### config.mk
export PLATFORM = sky130hd
export DESIGN_NAME = shift_reg_universal
export DESIGN_NICKNAME = d
export VERILOG_FILES = /design/src/rtl/shift_reg_universal.sv
export SDC_FILE = /design/constraint.sdc
export NUM_CORES = 1
export LEC_CHECK = 0
export BUFFER_PORTS_ARGS = -buffer_cell sky130_fd_sc_hd__buf_4
export CAP_MARGIN = 20
export CELL_PAD_IN_SITES_DETAIL_PLACEMENT = 0
export CELL_PAD_IN_SITES_GLOBAL_PLACEMENT = 1
export CORE_UTILIZATION = 33
export DETAILED_ROUTE_END_ITERATION = 10
export PLACE_DENSITY_LB_ADDON = 0.1
export SLEW_MARGIN = 30
export SYNTH_ARGS = -nofsm -noshare
export SYNTH_HDL_FRONTEND = slang
export SYNTH_SLANG_ARGS = --single-unit
### constraint.sdc
create_clock -name clk -period 1.8 [get_ports clk]
set_input_delay 0.36 -clock clk [delete_from_list [all_inputs] [get_ports clk]]
set_output_delay 0.36 -clock clk [all_outputs]
set_load 0.05 [all_outputs]
### src/rtl/shift_reg_universal.sv
// ---------------------------------------------------------------------------
// shift_reg_universal
//   Parametrised universal shift register: hold, shift right, shift left and
//   parallel load, with parallel/serial readout and a frame counter that
//   pulses frame_done on every WIDTH-th shift. It is the shared SIPO/PISO/SISO
//   building block for the serial links.
//
// Parameters
//   WIDTH    register length in bits (>= 2)
//   RST_VAL  value placed in the register on reset
//
// Ports
//   clk         in   rising-edge clock
//   rst         in   synchronous reset, active-high, highest priority
//   en          in   operation enable (0 = hold everything)
//   mode        in   00 hold, 01 shift right, 10 shift left, 11 parallel load
//   sin_r       in   serial input for right shift (enters the MSB)
//   sin_l       in   serial input for left shift (enters the LSB)
//   pin         in   parallel load data
//   pout        out  register contents
//   sout_r      out  q[0], the bit leaving on a right shift
//   sout_l      out  q[WIDTH-1], the bit leaving on a left shift
//   cnt         out  shifts completed in the current frame
//   frame_done  out  one-cycle pulse when a frame of WIDTH shifts completes
// ---------------------------------------------------------------------------
module shift_reg_universal #(
  parameter int               WIDTH   = 8,
  parameter logic [WIDTH-1:0] RST_VAL = '0
) (
  input  logic                     clk,
  input  logic                     rst,
  input  logic                     en,
  input  logic [1:0]               mode,
  input  logic                     sin_r,
  input  logic                     sin_l,
  input  logic [WIDTH-1:0]         pin,
  output logic [WIDTH-1:0]         pout,
  output logic                     sout_r,
  output logic                     sout_l,
  output logic [$clog2(WIDTH)-1:0] cnt,
  output logic                     frame_done
);

  localparam int               CW      = $clog2(WIDTH);
  localparam logic [CW-1:0]    CNT_MAX = CW'(WIDTH - 1);

  localparam logic [1:0] MODE_HOLD = 2'b00;
  localparam logic [1:0] MODE_SHR  = 2'b01;
  localparam logic [1:0] MODE_SHL  = 2'b10;
  localparam logic [1:0] MODE_LOAD = 2'b11;

  logic [WIDTH-1:0] r_q;
  logic [CW-1:0]    r_cnt;
  logic             r_frame_done;

  logic [WIDTH-1:0] w_shr;
  logic [WIDTH-1:0] w_shl;
  logic             w_last;

  // Per-bit neighbour selection for the two shift directions; the end bits
  // take the serial inputs.
  genvar gi;
  generate
    for (gi = 0; gi < WIDTH; gi++) begin : g_bits
      if (gi == WIDTH - 1) begin : g_msb
        assign w_shr[gi] = sin_r;
      end else begin : g_shr_mid
        assign w_shr[gi] = r_q[gi+1];
      end
      if (gi == 0) begin : g_lsb
        assign w_shl[gi] = sin_l;
      end else begin : g_shl_mid
        assign w_shl[gi] = r_q[gi-1];
      end
    end
  endgenerate

  assign w_last = (r_cnt == CNT_MAX);

  always_ff @(posedge clk) begin
    if (rst) begin
      r_q          <= RST_VAL;
      r_cnt        <= '0;
      r_frame_done <= 1'b0;
    end else begin
      // Pulse is single-cycle by default; only a frame-closing shift raises it.
      r_frame_done <= 1'b0;
      if (en) begin
        case (mode)
          MODE_SHR, MODE_SHL: begin
            r_q <= (mode == MODE_SHR) ? w_shr : w_shl;
            // Both directions advance the same frame counter.
            if (w_last) begin
              r_cnt        <= '0;
              r_frame_done <= 1'b1;
            end else begin
              r_cnt <= r_cnt + 1'b1;
            end
          end
          MODE_LOAD: begin
            r_q   <= pin;
            r_cnt <= '0;
          end
          MODE_HOLD: begin
          end
          default: begin
          end
        endcase
      end
    end
  end

  assign pout       = r_q;
  assign sout_r     = r_q[0];
  assign sout_l     = r_q[WIDTH-1];
  assign cnt        = r_cnt;
  assign frame_done = r_frame_done;

endmodule

======== Yosys cells after proc, flatten, opt, wreduce, memory -nomap -nowiden ========
Cells that the tools add are included.
word-level totals
  register bits ........................... 12
  output and inout bits ................... 14
  logic and storage cells ................. 19
operators by class
  equal/unequal tests ..................... 4
  mux-type cells .......................... 5
  add/subtract/negate cells ............... 1
  bitwise logic cells ..................... 2
  reduce and logical (&&, ||, !) cells .... 4
operators with widths
  cell                 number
  $pmux 8 s2           1
  $mux 8               1
  $pmux 3 s2           1
  $eq 2x2->1 const B   2
  $add 3x1->3 const B  1
  $eq 3x3->1 const B   1
  $mux 3               1
  $reduce_or 3->1      1
  $eq 2x1->1 const B   1
  $not 1->1            2
  $reduce_and 2->1     1
  $reduce_bool 2->1    1
  $reduce_or 2->1      1
  $mux 1               1

======== Longest topological paths before layout ========
Gate-level depths: netlist (run 1).
  word-level depth ........................ 4
  mapped depth ............................ 6
  depth with buffers taken out ............ 5

======== Worst setup path after synthesis (run 1) ========
Ideal clock, no wire load.
  kind .................................... register to register
  from .................................... register r_cnt[0] (netlist: cnt[0])
  to ...................................... register r_cnt[0] (netlist: cnt[0])
  path slack .............................. 0.239 ns
  period minus slack after synthesis ...... 1.561 ns
  path buffers ............................ 0
  stages on the path, launching flop included .. 5
  arrival ................................. 1.490 ns
  library setup time ...................... 0.070 ns
  path through ............................ dfxtp_1 > ha_1 > ha_1 > or4_1 > a21oi_1
between the ends
  longest elaborated chain between the ends .. 3
ends and longest elaborated chain
  item                    RTL line  RTL
  start, declared         53        logic [CW-1:0] r_cnt;
  start signal, assigned  97        r_cnt <= r_cnt + 1'b1;
  $eq 3x3->1              78        assign w_last = (r_cnt == CNT_MAX);
  named net w_last        58        logic w_last;
  $mux 3                  93        if (w_last) begin
  $pmux 3 s2              89        case (mode)
The timed path passes the listed nets, and every way through them passes these cells.
A chain may end at the register's enable or synchronous reset.

======== Worst setup path in the final report (run 1) ========
Same ends and word-level chain as after synthesis.

==> impl_metrics.tcl, run 1 <==
set metrics [dict create \
    floorplan.core_area_sq_mm 0.00198 \
    synth_edf_count 0 \
    ys_types 16 \
    postSynth.topFlopCell "sky130_fd_sc_hd__dfxtp_1" \
    start_util 0.354 \
    layout_worst_path_cycle_share 0.767 \
    totalWireLength_microns 1630 \
    yosysSeqAreaShare 0.343 \
    timing.final.ws_setup_ns 0.420 \
    irDropWorstVdd_v 0.000301 \
    finalNetCount 129 \
    floorplan.die.height_microns 48.1 \
    netlist_top_cells_area "sky130_fd_sc_hd__dfxtp_1, sky130_fd_sc_hd__mux2_1, sky130_fd_sc_hd__ha_1" \
    finalCriticalPeriod_ns 1.38 \
    die_area_sq_mm 0.00231 \
    cellPowerDensity_mw_per_mm2 647 \
    drt-vias-per-instance 4.82 \
    fmaxAchievable_mhz 725 \
    drt_first_iter_violations 7 \
    synthSimpleGateAreaFrac 0.209 \
    postSynthRegisterBits 12 \
    drc 0 \
    rsz0062_at_grt "no" \
    place_ws_ns 0.137 \
    leakagePower_nw 0.444 \
    gr-total-overflow 0 \
    worst_setup_path_start_kind "flop" \
    clk_tree_root_cell "sky130_fd_sc_hd__clkbuf_4" \
    portBuffers 28 \
    tritoncts_sink_count 12 \
    detailedPlacementHpwl_microns 1190 \
    postCtsSetupBuffers 0 \
    multi_input_comb_area_sq_um 414 \
    grt_start_max_net_pins 15 \
    clock_latency_ns 0.27 \
    grt_pass1_vias 542 \
    grt_first_pass_wirelength_microns 2430 \
    crit_fanout 4 \
    ff_latch_area_sq_um 240 \
    cts_tree "built" \
    placement_rows 16 \
    max_slew.worst_pin.slew_ns 0.365 \
    cts-root-to-sink-buffers 2 \
    synth-async-reset-ratio 0 \
    criticalPathCategory "flop to flop" \
    timing.final.max_slew_violations 0 \
    grt.total_usage 0.159 \
    synth_top_cell_by_area "sky130_fd_sc_hd__dfxtp_1" \
    worst_setup_startpoint "cnt[0]$_SDFFE_PP0P_" \
    synth_common_cells "sky130_fd_sc_hd__dfxtp_1, sky130_fd_sc_hd__a21oi_1, sky130_fd_sc_hd__nand2_1" \
    average_cell_area_after_synthesis_sq_um 8.98 \
    cap_violations 0 \
    finalSetupTns_ns 0 \
    yosys.area.top_type_share 0.343 \
    synth_fa_ha_area_frac 0.0893 \
    worst_setup_hold_path_clk_slew_ns 0.07 \
    drt-pass1-iter-count 4 \
    dieWidth_microns 48.1 \
    antenna_found_initial 0 \
    worst_hold_path_type "primary input to flop" \
    worst_ep_arrival_time_ns 1.59 \
    yosys_warnings 0 \
    drt.antenna.violating_nets 0 \
    cts.repair.resized 0 \
    muxShareOfSynthArea 0.129 \
    cell_with_the_most_instances_after_synthesis "sky130_fd_sc_hd__dfxtp_1" \
    synth_area_in_xor_xnor 0 \
    layout-drive-gt1-share 0.336 \
    status "finished clean" \
    finalSetupViolations 0 \
    cts_hold_buf 0 \
    total_power_uw 625 \
    slew_headroom 0.756 \
    synth-compound-area-share 0.164 \
    fin_skew_ns 0.00254 \
    io_pins 29 \
    syn_nets 98 \
    final.fill_count 200 \
    h-tree-depth 1 \
    syn_to_final_growth_pct 37.9 \
    critical_path_required_ns 2.01 \
    hold_viol_final 0 \
    main_combinational_cell_family_by_area_after_synthesis "simple AND/OR/NAND/NOR gates" \
    crit_reg_reg_startpoint "cnt[0]$_SDFFE_PP0P_" \
    hp-start "rst" \
    critical_path.endpoint_type "flop" \
    cell_area_after_technology_mapping_sq_um 701 \
    detailroute.via_count 646 \
    netlist_instances 78 \
    tritoncts.num_buffers 3 \
    antenna_cells_inserted 0 \
    place.gp.congestion 0.737 \
    post_drt_wl_per_cell_microns 12.1 \
]
[flip-flops by register name, indices dropped and copies added, names as in the netlist]
register and count:
frame_done 1, pout 8, cnt 3
[worst max-delay path, stage by stage (launching register included)]
cell	delay (ns)
sky130_fd_sc_hd__dfxtp_1	0.34
sky130_fd_sc_hd__ha_1	0.20
sky130_fd_sc_hd__ha_1	0.19
sky130_fd_sc_hd__or4_1	0.47
sky130_fd_sc_hd__a21oi_1	0.13
[worst paths after layout]
| kind | end | slack, ns | cells after the start |
|---|---|---|---|
| min reg2reg | cnt[1]$_SDFFE_PP0P_ | 0.48 | 2 |
| min | pout[7]$_SDFFE_PP0P_ | 0.35 | 2 |
| max reg2reg | cnt[0]$_SDFFE_PP0P_ | 0.42 | 4 |
| max | cnt[0]$_SDFFE_PP0P_ | 0.42 | 4 |
[cells by family (layout without fill, tap and decap cells)]
family,after synthesis,count (layout)
compound gates,19,19
flops,12,12
buf+inv,9,38
mux,8,8
simple gates,25,25
fa+ha+maj,5,5
[per-layer routing]
layer | part of all wire | vias to the layer above | global-route usage
li1 | - | 331 | -
met1 | 0.47 | 291 | 0.213
met2 | 0.45 | 20 | 0.230
met3 | 0.061 | 4 | 0.0226
met4 | 0.025 | 0 | 0.117
met5 | 0 | - | 0
[cells in the final DEF (no fill, tap or decap)]
cell	netlist	final
sky130_fd_sc_hd__and4b_1	1	1
sky130_fd_sc_hd__nand2b_1	1	1
sky130_fd_sc_hd__or2b_1	8	8
sky130_fd_sc_hd__clkbuf_4	0	3
sky130_fd_sc_hd__ha_1	5	5
sky130_fd_sc_hd__buf_4	2	33
sky130_fd_sc_hd__dfxtp_1	12	12
sky130_fd_sc_hd__or4_1	1	1
sky130_fd_sc_hd__o211ai_1	8	8
sky130_fd_sc_hd__nand3b_1	2	2
sky130_fd_sc_hd__mux2_1	8	8
sky130_fd_sc_hd__nand2_1	11	11
sky130_fd_sc_hd__a21oi_1	11	11
sky130_fd_sc_hd__nor2b_1	1	1
sky130_fd_sc_hd__inv_1	2	2
[layout make-up]
cell class / count / share of cell area
timing repair buffer: 33 / 0.256
clock buffer: 3 / 0.0233
multi-input combinational: 57 / 0.429
tap: 27 / 0.0350
inverter: 2 / 0.00777
sequential: 12 / 0.249
[per-stage QoR]
step           area, sq um  cells  utilization  hold WS, ns
2_1_floorplan          701     78            -        0.429
3_3_place_gp           943    131        0.476        0.465
3_5_place_dp           943    131        0.476        0.471
4_1_cts                966    134        0.487        0.346
5_1_grt                966    134        0.487        0.350
6_report               966    134        0.487        0.348
[power breakdown]
group | internal, mW | switching, mW | total, mW | leakage [nW]
combinational | 0.0727 | 0.0984 | 0.171 | 0.333
clock | 0.0774 | 0.0879 | 0.165 | 0.0138
sequential | 0.277 | 0.0115 | 0.289 | 0.0977
total | 0.427 | 0.198 | 0.625 | 0.444
Note: power is estimated with default switching activity, not from simulation.
==> run 2: changes to the inputs <==
ABC_AREA = 1   (was unset)
CORE_UTILIZATION = 28   (was 33)
clock period = 1.16 ns   (was 1.8 ns; I/O delays follow)
==> impl_metrics.tcl, run 2 <==
set metrics [dict create \
    worst_setup_hold_path_clk_slew_ns 0.07 \
    worst_setup_path_start_kind "flop" \
    post_drt_wl_per_cell_microns 10.2 \
    placement_rows 18 \
    rsz0062_at_grt "no" \
    max_slew.worst_pin.slew_ns 0.308 \
    detailedPlacementHpwl_microns 1400 \
    fin_skew_ns 0.00116 \
    dieWidth_microns 53.3 \
    fmaxAchievable_mhz 929 \
    use_met3 0.0603 \
    crit_fanout 4 \
    grt.total_usage 0.151 \
    cts_hold_buf 0 \
    status "finished clean" \
    critical_path.endpoint_type "flop" \
    grt_start_max_net_pins 17 \
    finalSetupViolations 0 \
    finalNetCount 170 \
    portBuffers 28 \
    slew_headroom 0.793 \
    cap_violations 0 \
    gr-total-overflow 0 \
    antenna_cells_inserted 0 \
    synth_common_cells "sky130_fd_sc_hd__nand2_1, sky130_fd_sc_hd__nor2_1, sky130_fd_sc_hd__inv_1" \
    grt_pass1_vias 701 \
    syn_to_final_growth_pct 38.7 \
    synth-async-reset-ratio 0 \
    final_cell_mix "sky130_fd_sc_hd__buf_4, sky130_fd_sc_hd__nand2_1, sky130_fd_sc_hd__nor2_1" \
    hold_viol_final 0 \
    worst_ep_arrival_time_ns 1.27 \
    layout_worst_path_cycle_share 0.928 \
    drt_first_iter_violations 5 \
    syn_nets 138 \
    drt.antenna.violating_nets 0 \
    total_power_mw 1.08 \
    h-tree-depth 1 \
    grt_first_pass_wirelength_microns 3020 \
    clock_latency_ns 0.27 \
    detailroute.via_count 776 \
    yosys.area.top_type_share 0.326 \
    die_area_sq_mm 0.00284 \
    tritoncts_sink_count 12 \
    cell_with_the_most_instances_after_synthesis "sky130_fd_sc_hd__nand2_1" \
    drt-vias-per-instance 4.36 \
    synth_top_cell_by_area "sky130_fd_sc_hd__dfxtp_1" \
    antenna_found_initial 0 \
    yosysSeqAreaShare 0.326 \
    drc 0 \
    start_util 0.297 \
    leakagePower_nw 0.509 \
    hold_slack_ns 0.143 \
    clk_tree_root_cell "sky130_fd_sc_hd__clkbuf_4" \
    average_cell_area_after_synthesis_sq_um 6.25 \
    cts.repair.resized 0 \
    postSynth.topFlopCell "sky130_fd_sc_hd__dfxtp_1" \
    floorplan.core_area_sq_mm 0.00248 \
    io_pins 29 \
    grt_peak_use_layer "met2" \
    netlist_instances 118 \
    criticalPathCategory "flop to flop" \
    cellPowerDensity_mw_per_mm2 1060 \
    largest_reg_flops 8 \
    synth_edf_count 0 \
    critical_path_required_ns 1.36 \
    use_met2 0.240 \
    netlist_top_cells_area "sky130_fd_sc_hd__dfxtp_1, sky130_fd_sc_hd__nand2_1, sky130_fd_sc_hd__nor2_1" \
    totalWireLength_microns 1810 \
    postCtsSetupBuffers 0 \
    floorplan.die.height_microns 53.3 \
    timing.final.max_slew_violations 0 \
    postSynthRegisterBits 12 \
    cts_tree "built" \
    worst_hold_path_type "primary input to flop" \
    yosys_warnings 0 \
    drt-pass1-iter-count 3 \
    ys_types 13 \
    tritoncts.num_buffers 3 \
    layout.cells.most_common "sky130_fd_sc_hd__buf_4" \
    finalCriticalPeriod_ns 1.08 \
    cell_area_after_technology_mapping_sq_um 737 \
    layout-drive-gt1-share 0.297 \
    irDropWorstVdd_v 0.000916 \
    place.gp.congestion 0.722 \
    globalRouteMet1Util 0.181 \
    cts-root-to-sink-buffers 2 \
]
run 2: area by class of cell:
class	count	area (sq um)
Clock buffer	3	22.5
Tap cell	30	37.5
Timing Repair Buffer	33	248
Multi-Input combinational cell	85	410
Sequential cell	12	248
Fill cell	294	1460
Inverter	15	56.3
run 2: cell families after synthesis:
| logic type | synth area share |
|---|---|
| AO/OA/AOI/OAI | 0.0747 |
| adder cells (fa/ha/maj) | 0.0849 |
| buffers and inverters | 0.141 |
| flip-flops | 0.326 |
| AND/OR/NAND/NOR | 0.374 |
run 2: path summary, 6_finish.rpt:
kind / startpoint / end / cells after the start / slack [ns]
worst max-delay path: cnt[0]$_SDFFE_PP0P_ / cnt[2]$_SDFFE_PP0P_ / 4 / 0.08
worst min-delay path: rst / cnt[1]$_SDFFE_PP0P_ / 2 / 0.14
worst max register to register: cnt[0]$_SDFFE_PP0P_ / cnt[2]$_SDFFE_PP0P_ / 4 / 0.08
worst min register to register: cnt[1]$_SDFFE_PP0P_ / cnt[1]$_SDFFE_PP0P_ / 2 / 0.49
run 2: critical path: stages, from the launching register on:
cell and delay [ns]:
sky130_fd_sc_hd__dfxtp_4 0.36, sky130_fd_sc_hd__ha_2 0.19, sky130_fd_sc_hd__ha_4 0.25, sky130_fd_sc_hd__nand3_1 0.06, sky130_fd_sc_hd__a21oi_1 0.14
run 2: where the power goes:
part	internal [mW]	switching, mW
logic	0.131	0.231
clock network	0.120	0.134
registers	0.440	0.0229
total	0.691	0.388
run 2: stage by stage:
stage	utilization	std cells	setup WS [ns]	TNS [ns]	cell area [sq um]
final	0.413	178	0.0833	0	1020
after global routing	0.413	178	0.0227	0	1020
after CTS	0.405	178	0.0488	0	1000
after detailed placement	0.395	175	-0.133	-0.956	980
after global placement	0.395	175	-0.126	-0.846	980
after floorplan	-	118	0.0150	0	742
run 2: metal layers:
| layer | share of wire | wire (microns) |
|---|---|---|
| met4 | 0.011 | 19 |
| met1 | 0.46 | 831 |
| met3 | 0.054 | 97 |
| met2 | 0.48 | 861 |
| met5 | 0 | 0 |
==> run 3: changes to the inputs <==
MAX_ROUTING_LAYER = met4   (was unset)
==> impl_metrics.tcl, run 3 (synthesis gave the netlist of run 2 again) <==
set metrics [dict create \
    worst_ep_arrival_time_ns 0.84 \
    dieWidth_microns 53.3 \
    ff_latch_area_sq_um 248 \
    final.fill_count 294 \
    cellPowerDensity_mw_per_mm2 1060 \
    cts-root-to-sink-buffers 2 \
    place.gp.congestion 0.730 \
    critical_path.top_delay_family "flip-flops" \
    detailed_place.area_sq_um 980 \
    fmaxAchievable_mhz 929 \
    layout.cells.most_common "sky130_fd_sc_hd__buf_4" \
    cts_hold_buf 0 \
    tritoncts_sink_count 12 \
    criticalPathCategory "flop to output pin" \
    totalWireLength_microns 1810 \
    floorplan.core_area_sq_mm 0.00248 \
    leakagePower_nw 0.509 \
    clk_tree_root_cell "sky130_fd_sc_hd__clkbuf_4" \
    irDropWorstVdd_v 0.000917 \
    layout-drive-gt1-share 0.297 \
    power.internal_uw 691 \
    finalSetupViolations 0 \
    largest_reg_flops 8 \
    start_util 0.297 \
    antenna_found_initial 0 \
    critPathBufInv 1 \
    finalNetCount 170 \
    crit_fanout 3 \
    final_design_area_no_fill_sq_mm 0.00102 \
    drt-vias-per-instance 4.36 \
    hold_viol_final 0 \
    antenna_cells_inserted 0 \
    worst_setup_hold_path_clk_slew_ns 0.07 \
    final_cell_mix "sky130_fd_sc_hd__buf_4, sky130_fd_sc_hd__nand2_1, sky130_fd_sc_hd__nor2_1" \
    grt_pass1_vias 702 \
    worst_setup_path_start_kind "flop" \
    placement_rows 18 \
    gr-total-overflow 0 \
    max_slew.worst_pin.slew_ns 0.307 \
    portBuffers 28 \
    timing.final.max_slew_violations 0 \
    finalCriticalPeriod_ns 1.08 \
    drt_first_iter_violations 3 \
    detailedPlacementHpwl_microns 1400 \
    slew_headroom 0.794 \
    clock_power_share 0.235 \
    cts_tree "built" \
    worst_hold_path_type "primary input to flop" \
    layout_worst_path_cycle_share 0.928 \
    power.net_switching_uw 389 \
    multi_input_comb_area_sq_um 410 \
    detailroute.via_count 776 \
    critical-path-slowest-cell "sky130_fd_sc_hd__dfxtp_1" \
    syn_to_final_growth_pct 38.7 \
    cap_violations 0 \
    die_area_sq_mm 0.00284 \
    hold_slack_ns 0.142 \
    max_stage_delay_ns 0.36 \
    status "finished clean" \
    h-tree-depth 1 \
    drt.antenna.violating_nets 0 \
    critical_path_required_ns 0.93 \
    grt.total_usage 0.155 \
    grt_first_pass_wirelength_microns 3020 \
    rsz0062_at_grt "no" \
    clock_latency_ns 0.27 \
    critical_path.endpoint_type "output pin" \
    power_switching_share 0.360 \
    fin_skew_ns 0.00117 \
    floorplan.die.height_microns 53.3 \
    post_drt_wl_per_cell_microns 10.2 \
    grt_start_max_net_pins 17 \
    worst_path_cell_trace "buf_4" \
    combinationalPowerShare 0.336 \
    tritoncts.num_buffers 3 \
    drc 0 \
    drt-pass1-iter-count 3 \
    share_seq_of_total_power 0.428 \
    final_core_util 0.413 \
    io_pins 29 \
]
run 3: metal layers:
layer,part of all wire,GRT usage,up-vias
li1,-,-,421
met1,0.46,0.181,335
met2,0.48,0.240,18
met3,0.054,0.0603,2
met4,0.0099,0.0526,0
met5,0,-,-
run 3: path summary, 6_finish.rpt:
kind | slack, ns | cells after the start | startpoint | end
worst max-delay path | 0.08 | 1 | pout[6]$_SDFFE_PP0P_ | pout[6]
worst min register to register | 0.49 | 2 | cnt[1]$_SDFFE_PP0P_ | cnt[1]$_SDFFE_PP0P_
worst max register to register | 0.08 | 4 | cnt[0]$_SDFFE_PP0P_ | cnt[2]$_SDFFE_PP0P_
worst min-delay path | 0.14 | 2 | rst | cnt[1]$_SDFFE_PP0P_
run 3: repair_timing:
item / CTS / global route
gates resized for setup: 0 / 5
setup endpoints to repair: 0 / 3
hold endpoints to repair: 0 / 0
setup buffers: 0 / 0
run 3: worst register-to-register path: stages, from the launching register on:
cell and delay [ns]:
sky130_fd_sc_hd__dfxtp_4 0.36, sky130_fd_sc_hd__ha_2 0.19, sky130_fd_sc_hd__ha_4 0.25, sky130_fd_sc_hd__nand3_1 0.06, sky130_fd_sc_hd__a21oi_1 0.14
run 3: power groups by stage:
| stage | logic (mW) | registers [mW] | clock network (mW) |
|---|---|---|---|
| finish | 0.363 | 0.463 | 0.254 |
| global route | 0.398 | 0.467 | 0.289 |
| CTS | 0.366 | 0.464 | 0.271 |
| detailed placement | 0.365 | 0.474 | 0 |
| global placement | 0.365 | 0.473 | 0 |
| floorplan | 0.155 | 0.563 | 0 |
run 3: final cells by class:
cell class	count	share of cell area
sequential	12	0.242
tap	30	0.0367
inverter	15	0.0551
multi-input combinational	85	0.401
clock buffer	3	0.0220
timing repair buffer	33	0.242
run 3: through the flow:
stage               std cells  setup WS [ns]  power [mW]  setup TNS, ns
finish                    178         0.0832        1.08              0
global route              178         0.0227        1.15              0
CTS                       178         0.0488        1.10              0
detailed placement        175         -0.133       0.839         -0.956
global placement          175         -0.126       0.837         -0.846
floorplan                 118         0.0150       0.718              0
